==> src/rtl/char_pkg.sv <==
// char_pkg: shared definitions for the one-wire character link.
// Holds the receiver state encoding, the default character width and the
// line-level constants common to the transmitter and the receiver.
package char_pkg;

  // Default number of data bits per character.
  localparam int unsigned CHAR_BITS = 8;

  // Line levels: the link idles high and a frame begins with a low start bit.
  localparam logic LINE_IDLE = 1'b1;
  localparam logic START_LVL = 1'b0;

  // Receiver frame states.
  typedef enum logic [2:0] {
    IDLE,
    START,
    DATA,
    STOP,
    WAIT_HIGH
  } rx_state_e;

endpackage

==> src/rtl/char_r.sv <==
// char_r: serial character receiver for the one-wire character link.
// Frame: start bit (0), DATA_BITS data bits MSB first, stop bit (1).
// i_rx shares i_clk with the transmitter, so it is sampled directly.
//
// Ports:
//   i_clk       clock, rising edge
//   i_rst       asynchronous reset, active low
//   i_rx        serial line, idle high
//   o_char      last correctly framed character
//   o_valid     one-cycle pulse, o_char updated this cycle
//   o_frame_err one-cycle pulse, stop bit sampled low
//   o_busy      high while a frame is in progress
module char_r
  import char_pkg::*;
#(
  parameter int unsigned DATA_BITS    = CHAR_BITS,
  parameter int unsigned CLKS_PER_BIT = 1
) (
  input  logic                 i_clk,
  input  logic                 i_rst,
  input  logic                 i_rx,
  output logic [DATA_BITS-1:0] o_char,
  output logic                 o_valid,
  output logic                 o_frame_err,
  output logic                 o_busy
);

  localparam int unsigned TW = $clog2(CLKS_PER_BIT) + 1;
  localparam int unsigned CW = $clog2(DATA_BITS) + 1;

  localparam logic [TW-1:0] MID    = TW'((CLKS_PER_BIT - 1) / 2);
  localparam logic [TW-1:0] LAST_T = TW'(CLKS_PER_BIT - 1);
  localparam logic [CW-1:0] LAST_B = CW'(DATA_BITS - 1);
  // Timer value one cycle after count 0 of the start bit.
  localparam logic [TW-1:0] AFTER0 = (CLKS_PER_BIT == 1) ? '0 : TW'(1);

  rx_state_e state_q, state_d;
  logic [TW-1:0]        timer_q, timer_d;
  logic [CW-1:0]        cnt_q, cnt_d;
  logic [DATA_BITS-1:0] sr_q, sr_d;
  logic [DATA_BITS-1:0] char_q, char_d;
  logic                 valid_q, valid_d;
  logic                 err_q, err_d;

  logic                 tick;
  logic [TW-1:0]        timer_inc;

  // State and registered outputs.
  always_ff @(posedge i_clk or negedge i_rst) begin
    if (!i_rst) begin
      state_q <= IDLE;
      timer_q <= '0;
      cnt_q   <= '0;
      sr_q    <= '0;
      char_q  <= '0;
      valid_q <= 1'b0;
      err_q   <= 1'b0;
    end else begin
      state_q <= state_d;
      timer_q <= timer_d;
      cnt_q   <= cnt_d;
      sr_q    <= sr_d;
      char_q  <= char_d;
      valid_q <= valid_d;
      err_q   <= err_d;
    end
  end

  // The timer runs from the start edge through the stop sample and wraps
  // explicitly, so every state samples the line at the same count MID.
  always_comb begin
    tick      = (timer_q == MID);
    timer_inc = (timer_q == LAST_T) ? '0 : timer_q + TW'(1);
  end

  // Next-state logic.
  always_comb begin
    state_d = state_q;
    timer_d = timer_q;
    cnt_d   = cnt_q;
    sr_d    = sr_q;
    char_d  = char_q;
    valid_d = 1'b0;
    err_d   = 1'b0;
    unique case (state_q)
      IDLE: begin
        timer_d = '0;
        cnt_d   = '0;
        if (i_rx == START_LVL) begin
          // This edge is count 0 of the start bit; with MID == 0 it is
          // also the start-bit sample.
          timer_d = AFTER0;
          state_d = (MID == '0) ? DATA : START;
        end
      end
      START: begin
        timer_d = timer_inc;
        if (tick) begin
          if (i_rx == START_LVL) begin
            state_d = DATA;
          end else begin
            timer_d = '0;
            state_d = IDLE;
          end
        end
      end
      DATA: begin
        timer_d = timer_inc;
        if (tick) begin
          sr_d = {sr_q[DATA_BITS-2:0], i_rx};
          if (cnt_q == LAST_B) begin
            cnt_d   = '0;
            state_d = STOP;
          end else begin
            cnt_d = cnt_q + CW'(1);
          end
        end
      end
      STOP: begin
        timer_d = timer_inc;
        if (tick) begin
          timer_d = '0;
          if (i_rx == LINE_IDLE) begin
            char_d  = sr_q;
            valid_d = 1'b1;
            state_d = IDLE;
          end else begin
            err_d   = 1'b1;
            state_d = WAIT_HIGH;
          end
        end
      end
      WAIT_HIGH: begin
        // A held-low line must return high before another start is accepted.
        timer_d = '0;
        if (i_rx == LINE_IDLE) begin
          state_d = IDLE;
        end
      end
      default: begin
        timer_d = '0;
        cnt_d   = '0;
        state_d = IDLE;
      end
    endcase
  end

  // Outputs: all come from registers.
  always_comb begin
    o_char      = char_q;
    o_valid     = valid_q;
    o_frame_err = err_q;
    o_busy      = (state_q != IDLE);
  end

endmodule

==> config.mk <==
export PLATFORM = sky130hd
export DESIGN_NAME = char_r
export DESIGN_NICKNAME = d
export VERILOG_FILES = /design/src/rtl/char_pkg.sv /design/src/rtl/char_r.sv
export SDC_FILE = /design/constraint.sdc
export NUM_CORES = 1
export LEC_CHECK = 0
export CORE_MARGIN = 2
export CORE_UTILIZATION = 56
export CTS_CLUSTER_DIAMETER = 40
export DETAILED_ROUTE_END_ITERATION = 6
export MAX_ROUTING_LAYER = met4
export PLACE_DENSITY = 0.81
export SLEW_MARGIN = 10
export SYNTH_ARGS = -nofsm -noshare
export SYNTH_HDL_FRONTEND = slang
export SYNTH_SLANG_ARGS = --single-unit
==> constraint.sdc <==
create_clock -name i_clk -period 3.31 [get_ports i_clk]
set_clock_uncertainty 0.05 [all_clocks]
set_input_delay 0.662 -clock i_clk [delete_from_list [all_inputs] [get_ports i_clk]]
set_output_delay 0.662 -clock i_clk [all_outputs]
set_load 0.01 [all_outputs]
Yosys cells after proc, flatten, opt, wreduce, memory -nomap -nowiden
Index checks and enable logic that the tools add are counted.

Memories: 0. Memory bits (read-only): 0. Bits in latches: 0. Logic and storage cells: 52. Memory bits (writable): 0. Input port bits: 3. Bits in registers: 26.

Reduce and logical (&&, ||, !) cells: 7. Div/mod/pow operators: 0. Add/sub/neg operators: 2. Equal/unequal tests: 11. Bitwise operators: 2. Shifts and indexed selects: 0. Multipliers: 0. Order comparisons: 0. Muxes and demuxes: 23.

Operator list (count): 3-bit 2-to-1 mux (7); 3-bit case mux with 5 select lines (1); 2-bit inequality test (second input constant) (6); 1-bit 2-to-1 mux (10); 4-bit 2-to-1 mux (2); 4-bit case mux with 2 select lines (1); 3-bit by 2-bit == test with 1-bit output (second input constant) (2); 6-bit AND reduction (1); 4-bit by 1-bit adder with 4-bit output (second input constant) (1); 4-bit by 3-bit == test with 1-bit output (second input constant) (1); 2-bit AND reduction (2); 3-bit by 1-bit == test with 1-bit output (second input constant) (1); 3-bit == test (second input constant) (1); 3-bit zero test (1); 1-bit case mux with 3 select lines (1); 3-bit AND reduction (1); 3-bit nonzero test (1); 3-bit OR reduction (1); 2-bit 2-to-1 mux (1); 1-bit inverter (2); 1-bit adder (second input constant) (1).

Depth between registers and ports, before layout
Gate-level depths: netlist of run 1.

Depth in word-level cells: 5. Mapped depth: 5.

Worst setup path before layout of run 1
OpenSTA, ideal clock, no wires.

Kind: reg2out. From: register state_q[0]. To: output o_busy. Data arrival time: 0.951 ns. Setup slack: 1.647 ns. Data required time: 2.598 ns. Stages on the path, launching flop included: 3. Buffers on the path: 1. Cells stage by stage: dfrtp_1 buf_6 or3_2.

Word-level cells in the longest chain between the ends: 1.

Ends and longest elaborated chain: start, declared (RTL line char_r.sv:37) `rx_state_e state_q, state_d;`; start signal, assigned (RTL line char_r.sv:59) `state_q <= state_d;`; 3-bit nonzero test (RTL line char_r.sv:153) `o_busy = (state_q != IDLE);`; end, declared (RTL line char_r.sv:25) `output logic o_busy`.

Every way passes these cells.

Final worst setup path of run 1
From: register state_q[1]. To: output o_busy.

The elaborated chain is that of the path after synthesis.

==> results.py, run 1 <==
metrics = {
    "run_status": {
        "outcome": "completed",
    },
    "final_layout": {
        "nFillCells": 143,
        "final_nets": 107,
        "multi_input_area_um2": 375.4,
        "synthToLayoutAreaGrowth_pct": 17.03,
        "layout-drive-gt1-share": 0.2059,
        "seq_area_um2": 625.6,
        "antennaDiodeCount": 0,
    },
    "timing": {
        "fin_tns_setup_ns": 0,
        "rsz0062_at_grt": "false",
        "fmax_ghz": 0.4054,
        "hold_viol": 0,
        "slew_headroom": 0.7263,
        "post-route-period-util": 0.7453,
        "finalMaxSlewViolations": 0,
        "min_period_ns": 2.467,
        "tightestPinTransition_ns": 0.4106,
        "holdWs_ns": 0.4493,
        "finalSetupViolations": 0,
    },
    "synthesis": {
        "ys_types": 26,
        "synth-edff-count": 0,
        "synth_ff_type": "dfrtp_1",
        "yosysWarnings": 0,
        "async_flop_share": 1.000,
        "netlist_instances": 86,
        "synth_area_per_cell_um2": 12.05,
        "synth_nets": 90,
        "synthesis.area_um2": 1036,
        "seq_area_frac_synth": 0.6039,
        "ys_seq_elements": 25,
    },
    "floorplan": {
        "dieHeight_um": 47.01,
        "rows": 15,
        "dieArea_um2": 2210,
        "core_um2": 1727,
        "initial_core_util": 0.6000,
        "io_pins": 14,
        "die_x_um": 47.01,
    },
    "place": {
        "port_buffers": 13,
        "gp_congestion": 0.7242,
        "hpwlAfterDp_um": 1157,
    },
    "global_routing": {
        "antenna_found_initial": 0,
        "grt_overflow": 0,
        "grt_max_degree": 26,
        "use_met2": 0.2795,
        "grt_usage": 0.1900,
        "use_met3": 0.03462,
        "grt_pass1_vias": 644,
        "busiest_layer": "met2",
        "grt_first_pass_wirelength_um": 2835,
        "grtUsageMet1": 0.2650,
    },
    "drt": {
        "route.detailed.drc": 0,
        "drtPass1Iterations": 4,
        "ant_nets": 0,
        "drtIter0Drc": 5,
        "finalWirelength_um": 1678,
        "viasPerCell": 5.315,
        "vias": 675,
        "post_drt_wl_per_cell_um": 13.21,
    },
    "clock_tree": {
        "clock_sinks": 25,
        "cts_setup_buffers": 0,
        "cts_tree": "built",
        "ctsHoldBuffers": 0,
        "worstSkewPairLatency_ns": 0.31,
        "ctsResizeCount": 0,
        "cts_buffers": 3,
        "cts_max_path_buffers": 2,
        "htreeDepth": 1,
        "path_clk_slew_ns": 0.13,
        "root_buffer": "clkbuf_4",
    },
    "power_and_ir_drop": {
        "finalPower_mw": 1.102,
        "leakage_nw": 0.6053,
        "vdd_drop_max_v": 0.0004919,
        "powerDensity_nw_per_um2": 909.1,
    },
    "worst_setup_path": {
        "crit_required_ns": 2.60,
        "path_cells": "or3_2 > clkdlybuf4s50_1",
        "arrival_ns": 1.75,
        "max_stage_delay_ns": 0.49,
        "startpoint_type": "flip-flop",
        "endpoint_kind": "output pin",
        "crit_type": "reg2out",
        "cpLargestDelayFamily": "simple AND/OR/NAND/NOR gates",
        "cpMaxStageDelayCell": "or3_2",
        "cp_max_fo": 8,
        "worst-path-buf-inv": 1,
    },
    "worst_hold_path": {
        "hold_path_class": "reg2reg",
    },
    "flow_run": {
        "cap_violations": 0,
    },
}
==> through the flow <==
step	std cells	instance area, µm²	util	setup slack, ns
6_report	127	1212	0.7022	0.8430
5_1_grt	127	1212	0.7022	0.7679
4_1_cts	127	1212	0.7022	0.8366
3_5_place_dp	123	1185	0.6862	1.199
3_3_place_gp	123	1185	0.6862	1.198
2_1_floorplan	86	1036	-	1.647
==> worst paths after layout <==
path / from / end / slack, ns / cells past startpoint
min reg2reg: sr_q[7] / sr_q[7] / 0.45 / 2
min: sr_q[7] / sr_q[7] / 0.45 / 2
max: state_q[1] / o_busy / 0.84 / 2
max reg2reg: state_q[0] / cnt_q[3] / 1.64 / 3
max in group asynchronous: i_rst / sr_q[0] / 2.33 / 2
min in group asynchronous: i_rst / o_char[6] / 0.64 / 2
==> cells in the mapped netlist (2+ instances only) <==
cell type,instances,share of area
buf_6,2,0.022
dfrtp_1,25,0.60
inv_1,2,0.0072
mux2_2,9,0.098
a22o_1,2,0.017
nor2_1,2,0.0072
nand2_1,25,0.091
==> layout make-up <==
| type | count | area share |
|---|---|---|
| Sequential cell | 25 | 0.5160 |
| Multi-Input combinational cell | 56 | 0.3096 |
| Timing Repair Buffer | 15 | 0.1197 |
| Tap cell | 25 | 0.02580 |
| Clock buffer | 3 | 0.01858 |
| Inverter | 2 | 0.006192 |
| Clock inverter | 1 | 0.004128 |
==> tightest hold or removal path, stage by stage, from the launching register on <==
cell and delay (ns):
dfrtp_1 0.37, nand2_1 0.05, nand2_1 0.06
==> cells by family (layout without fill, tap and decap cells) <==
| group | after synthesis | in the layout | share of synthesized area |
|---|---|---|---|
| buf+inv | 5 | 21 | 0.03381 |
| mux | 9 | 9 | 0.09783 |
| simple gates | 38 | 38 | 0.1848 |
| compound gates | 8 | 8 | 0.06764 |
| flops | 25 | 25 | 0.6039 |
| fa+ha+maj | 1 | 1 | 0.01208 |
==> per-layer routing <==
metal / up-vias / part of all wire
met5: - / 0
met3: 2 / 0.036
met1: 332 / 0.50
met2: 16 / 0.45
met4: 0 / 0.013
li1: 325 / -
==> flip-flops by register name, summed over array words and instances (netlist names) <==
| register | cells |
|---|---|
| cnt_q | 4 |
| o_char | 8 |
| o_frame_err | 1 |
| o_valid | 1 |
| sr_q | 8 |
| state_q | 3 |
==> where the power goes <==
| group | internal, mW | switching (mW) | leakage (nW) |
|---|---|---|---|
| logic | 0.242 | 0.202 | 0.263 |
| registers | 0.428 | 0.0965 | 0.325 |
| clock network | 0.0452 | 0.0882 | 0.0177 |
| total | 0.715 | 0.387 | 0.605 |
==> layout by cell type (no fill, tap or decap) <==
| cell type | synthesis | layout |
|---|---|---|
| a211o_1 | 1 | 1 |
| a211oi_1 | 1 | 1 |
| a21oi_1 | 1 | 1 |
| a22o_1 | 2 | 2 |
| and2b_2 | 1 | 1 |
| and3_1 | 1 | 1 |
| buf_4 | 0 | 2 |
| clkbuf_4 | 0 | 3 |
| clkdlybuf4s50_1 | 0 | 13 |
| clkinv_2 | 0 | 1 |
| dfrtp_1 | 25 | 25 |
| ha_1 | 1 | 1 |
| inv_1 | 2 | 2 |
| mux2_2 | 9 | 9 |
| nand2_1 | 25 | 25 |
| nand3_1 | 1 | 1 |
| nand3b_1 | 1 | 1 |
| nand4b_2 | 1 | 1 |
| nor2_1 | 2 | 2 |
| nor2b_1 | 1 | 1 |
| nor3b_1 | 1 | 1 |
| nor4b_1 | 1 | 1 |
| o21a_1 | 1 | 1 |
| o21ai_2 | 1 | 1 |
| o221ai_2 | 1 | 1 |
| or3_2 | 1 | 1 |
| or3b_1 | 1 | 1 |
| or3b_2 | 1 | 1 |
Note: power is estimated with default switching activity, not from simulation.
==> run 2, diff against run 1 <==
--- a/config.mk
+++ b/config.mk
@@ -6,11 +6,11 @@
 export NUM_CORES = 1
 export LEC_CHECK = 0
 export CORE_MARGIN = 2
-export CORE_UTILIZATION = 56
+export CORE_UTILIZATION = 47
 export CTS_CLUSTER_DIAMETER = 40
 export DETAILED_ROUTE_END_ITERATION = 6
 export MAX_ROUTING_LAYER = met4
-export PLACE_DENSITY = 0.81
+export PLACE_DENSITY = 0.73
 export SLEW_MARGIN = 10
 export SYNTH_ARGS = -nofsm -noshare
 export SYNTH_HDL_FRONTEND = slang
==> constraint.sdc (replaced) <==
create_clock -name i_clk -period 2 [get_ports i_clk]
set_clock_uncertainty 0.05 [all_clocks]
set_input_delay 0.4 -clock i_clk [delete_from_list [all_inputs] [get_ports i_clk]]
set_output_delay 0.4 -clock i_clk [all_outputs]
set_load 0.01 [all_outputs]
==> results.py, run 2 (synthesized netlist as in run 1, its figures left out) <==
metrics = {
    "timing": {
        "min_period_ns": 1.904,
        "finalSetupViolations": 0,
        "fmax_ghz": 0.5252,
        "hold_viol": 0,
        "holdWs_ns": 0.3656,
        "slew_headroom": 0.6512,
        "fin_tns_setup_ns": 0,
        "finalMaxSlewViolations": 0,
        "tightestPinTransition_ns": 0.5221,
        "post-route-period-util": 0.9521,
        "rsz0062_at_grt": "false",
    },
    "final_layout": {
        "antennaDiodeCount": 0,
        "layout_common_cells": "25 x nand2_1, 25 x dfrtp_1, 12 x clkdlybuf4s50_1, 9 x mux2_2, 7 x buf_4",
        "nFillCells": 155,
        "finish.utilization": 0.6207,
        "finish.instance_area_um2": 1255,
        "layout-drive-gt1-share": 0.2430,
        "synthToLayoutAreaGrowth_pct": 21.13,
        "final_nets": 112,
    },
    "place": {
        "port_buffers": 13,
        "place_area_um2": 1225,
        "gp_congestion": 0.7745,
        "hpwlAfterDp_um": 1331,
    },
    "drt": {
        "post_drt_wl_per_cell_um": 13.84,
        "drtIter0Drc": 4,
        "ant_nets": 0,
        "viasPerCell": 5.276,
        "vias": 707,
        "drtPass1Iterations": 4,
        "route.detailed.drc": 0,
        "finalWirelength_um": 1855,
    },
    "power_and_ir_drop": {
        "seqPwrFrac": 0.440,
        "power_frac_comb": 0.438,
        "p_sw_mw": 0.6657,
        "p_int_mw": 1.226,
        "powerDensity_nw_per_um2": 1508,
        "vdd_drop_max_v": 0.0007350,
        "switching_share": 0.3518,
        "leakage_nw": 0.6265,
        "power_frac_clock": 0.122,
    },
    "clock_tree": {
        "ctsHoldBuffers": 0,
        "cts_setup_buffers": 0,
        "root_buffer": "clkbuf_4",
        "worstSkewPairLatency_ns": 0.33,
        "path_clk_slew_ns": 0.14,
        "cts_buffers": 3,
        "cts_max_path_buffers": 2,
        "htreeDepth": 1,
        "clock_sinks": 25,
        "cts_tree": "built",
    },
    "global_routing": {
        "grt_first_pass_wirelength_um": 3208,
        "antenna_found_initial": 0,
        "grt_pass1_vias": 707,
        "grt_max_degree": 26,
        "grt_overflow": 0,
        "grt_usage": 0.1770,
    },
    "floorplan": {
        "dieHeight_um": 50.95,
        "die_x_um": 50.95,
        "io_pins": 14,
        "rows": 16,
        "core_um2": 2022,
        "dieArea_um2": 2596,
        "initial_core_util": 0.5124,
    },
    "worst_setup_path": {
        "endpoint_kind": "output pin",
        "startpoint_type": "flip-flop",
        "crit_type": "reg2out",
        "cp_max_fo": 2,
        "arrival_ns": 1.45,
        "crit_required_ns": 1.55,
        "timing.reg2reg.setup_slack_ns": 0.40,
    },
    "worst_hold_path": {
        "hold_path_class": "in2async",
    },
    "flow_run": {
        "cap_violations": 0,
    },
    "run_status": {
        "outcome": "completed",
    },
}
==> run 2: cell count changes in the layout (fill, tap and decap cells not counted) <==
cell             previous run  this run
buf_4                       2         7
clkdlybuf4s15_1             0         1
clkdlybuf4s50_1            13        12
clkinv_2                    1         0
clkinvlp_4                  0         1
==> run 2: per-layer routing <==
layer	up-vias	part of all wire	global-route usage
li1	337	-	-
met1	348	0.44	0.2146
met2	16	0.49	0.2727
met3	6	0.042	0.06140
met4	0	0.024	0.06757
met5	-	0	-
==> run 2: what timing repair did <==
action / CTS / global route
resized for setup: 1 / 1
gates cloned: 0 / 0
endpoints found under the setup margin: 1 / 1
==> run 2: layout make-up <==
type / count / area (µm²) / share of cell area
sequential: 25 / 625.6 / 0.4985
timing repair buffer: 20 / 182.7 / 0.1456
clock inverter: 1 / 7.507 / 0.005982
multi-input combinational: 56 / 375.4 / 0.2991
tap: 27 / 33.78 / 0.02692
clock buffer: 3 / 22.52 / 0.01795
inverter: 2 / 7.507 / 0.005982
==> run 2: path summary, 6_finish.rpt <==
check,start,endpoint,depth (start not counted)
worst max-delay path,state_q[1],o_busy,2
worst min-delay path,i_rst,o_frame_err,2
worst max register to register,state_q[0],cnt_q[3],4
worst min register to register,sr_q[7],sr_q[7],2
max in group asynchronous,i_rst,state_q[1],2
min in group i_clk,sr_q[7],sr_q[7],2
==> run 2: worst max-delay path: stages (launching register included) <==
cell	delay (ns)
dfrtp_1	0.39
or3_2	0.48
clkdlybuf4s15_1	0.26
==> run 2: power groups by stage <==
| stage | Clock, mW | Combinational (mW) | Sequential, mW |
|---|---|---|---|
| floorplan | 0 | 0.474 | 0.870 |
| global placement | 0 | 0.807 | 0.834 |
| detailed placement | 0 | 0.843 | 0.847 |
| CTS | 0.241 | 0.839 | 0.835 |
| global route | 0.264 | 0.914 | 0.861 |
| finish | 0.231 | 0.828 | 0.833 |
==> run 2: stage by stage <==
stage	power (mW)	setup slack [ns]	cells
6_report	1.892	0.09583	134
5_1_grt	2.039	0.04215	134
4_1_cts	1.916	0.03231	134
3_5_place_dp	1.689	0.2074	130
3_3_place_gp	1.642	0.2596	130
2_1_floorplan	1.345	0.5992	86
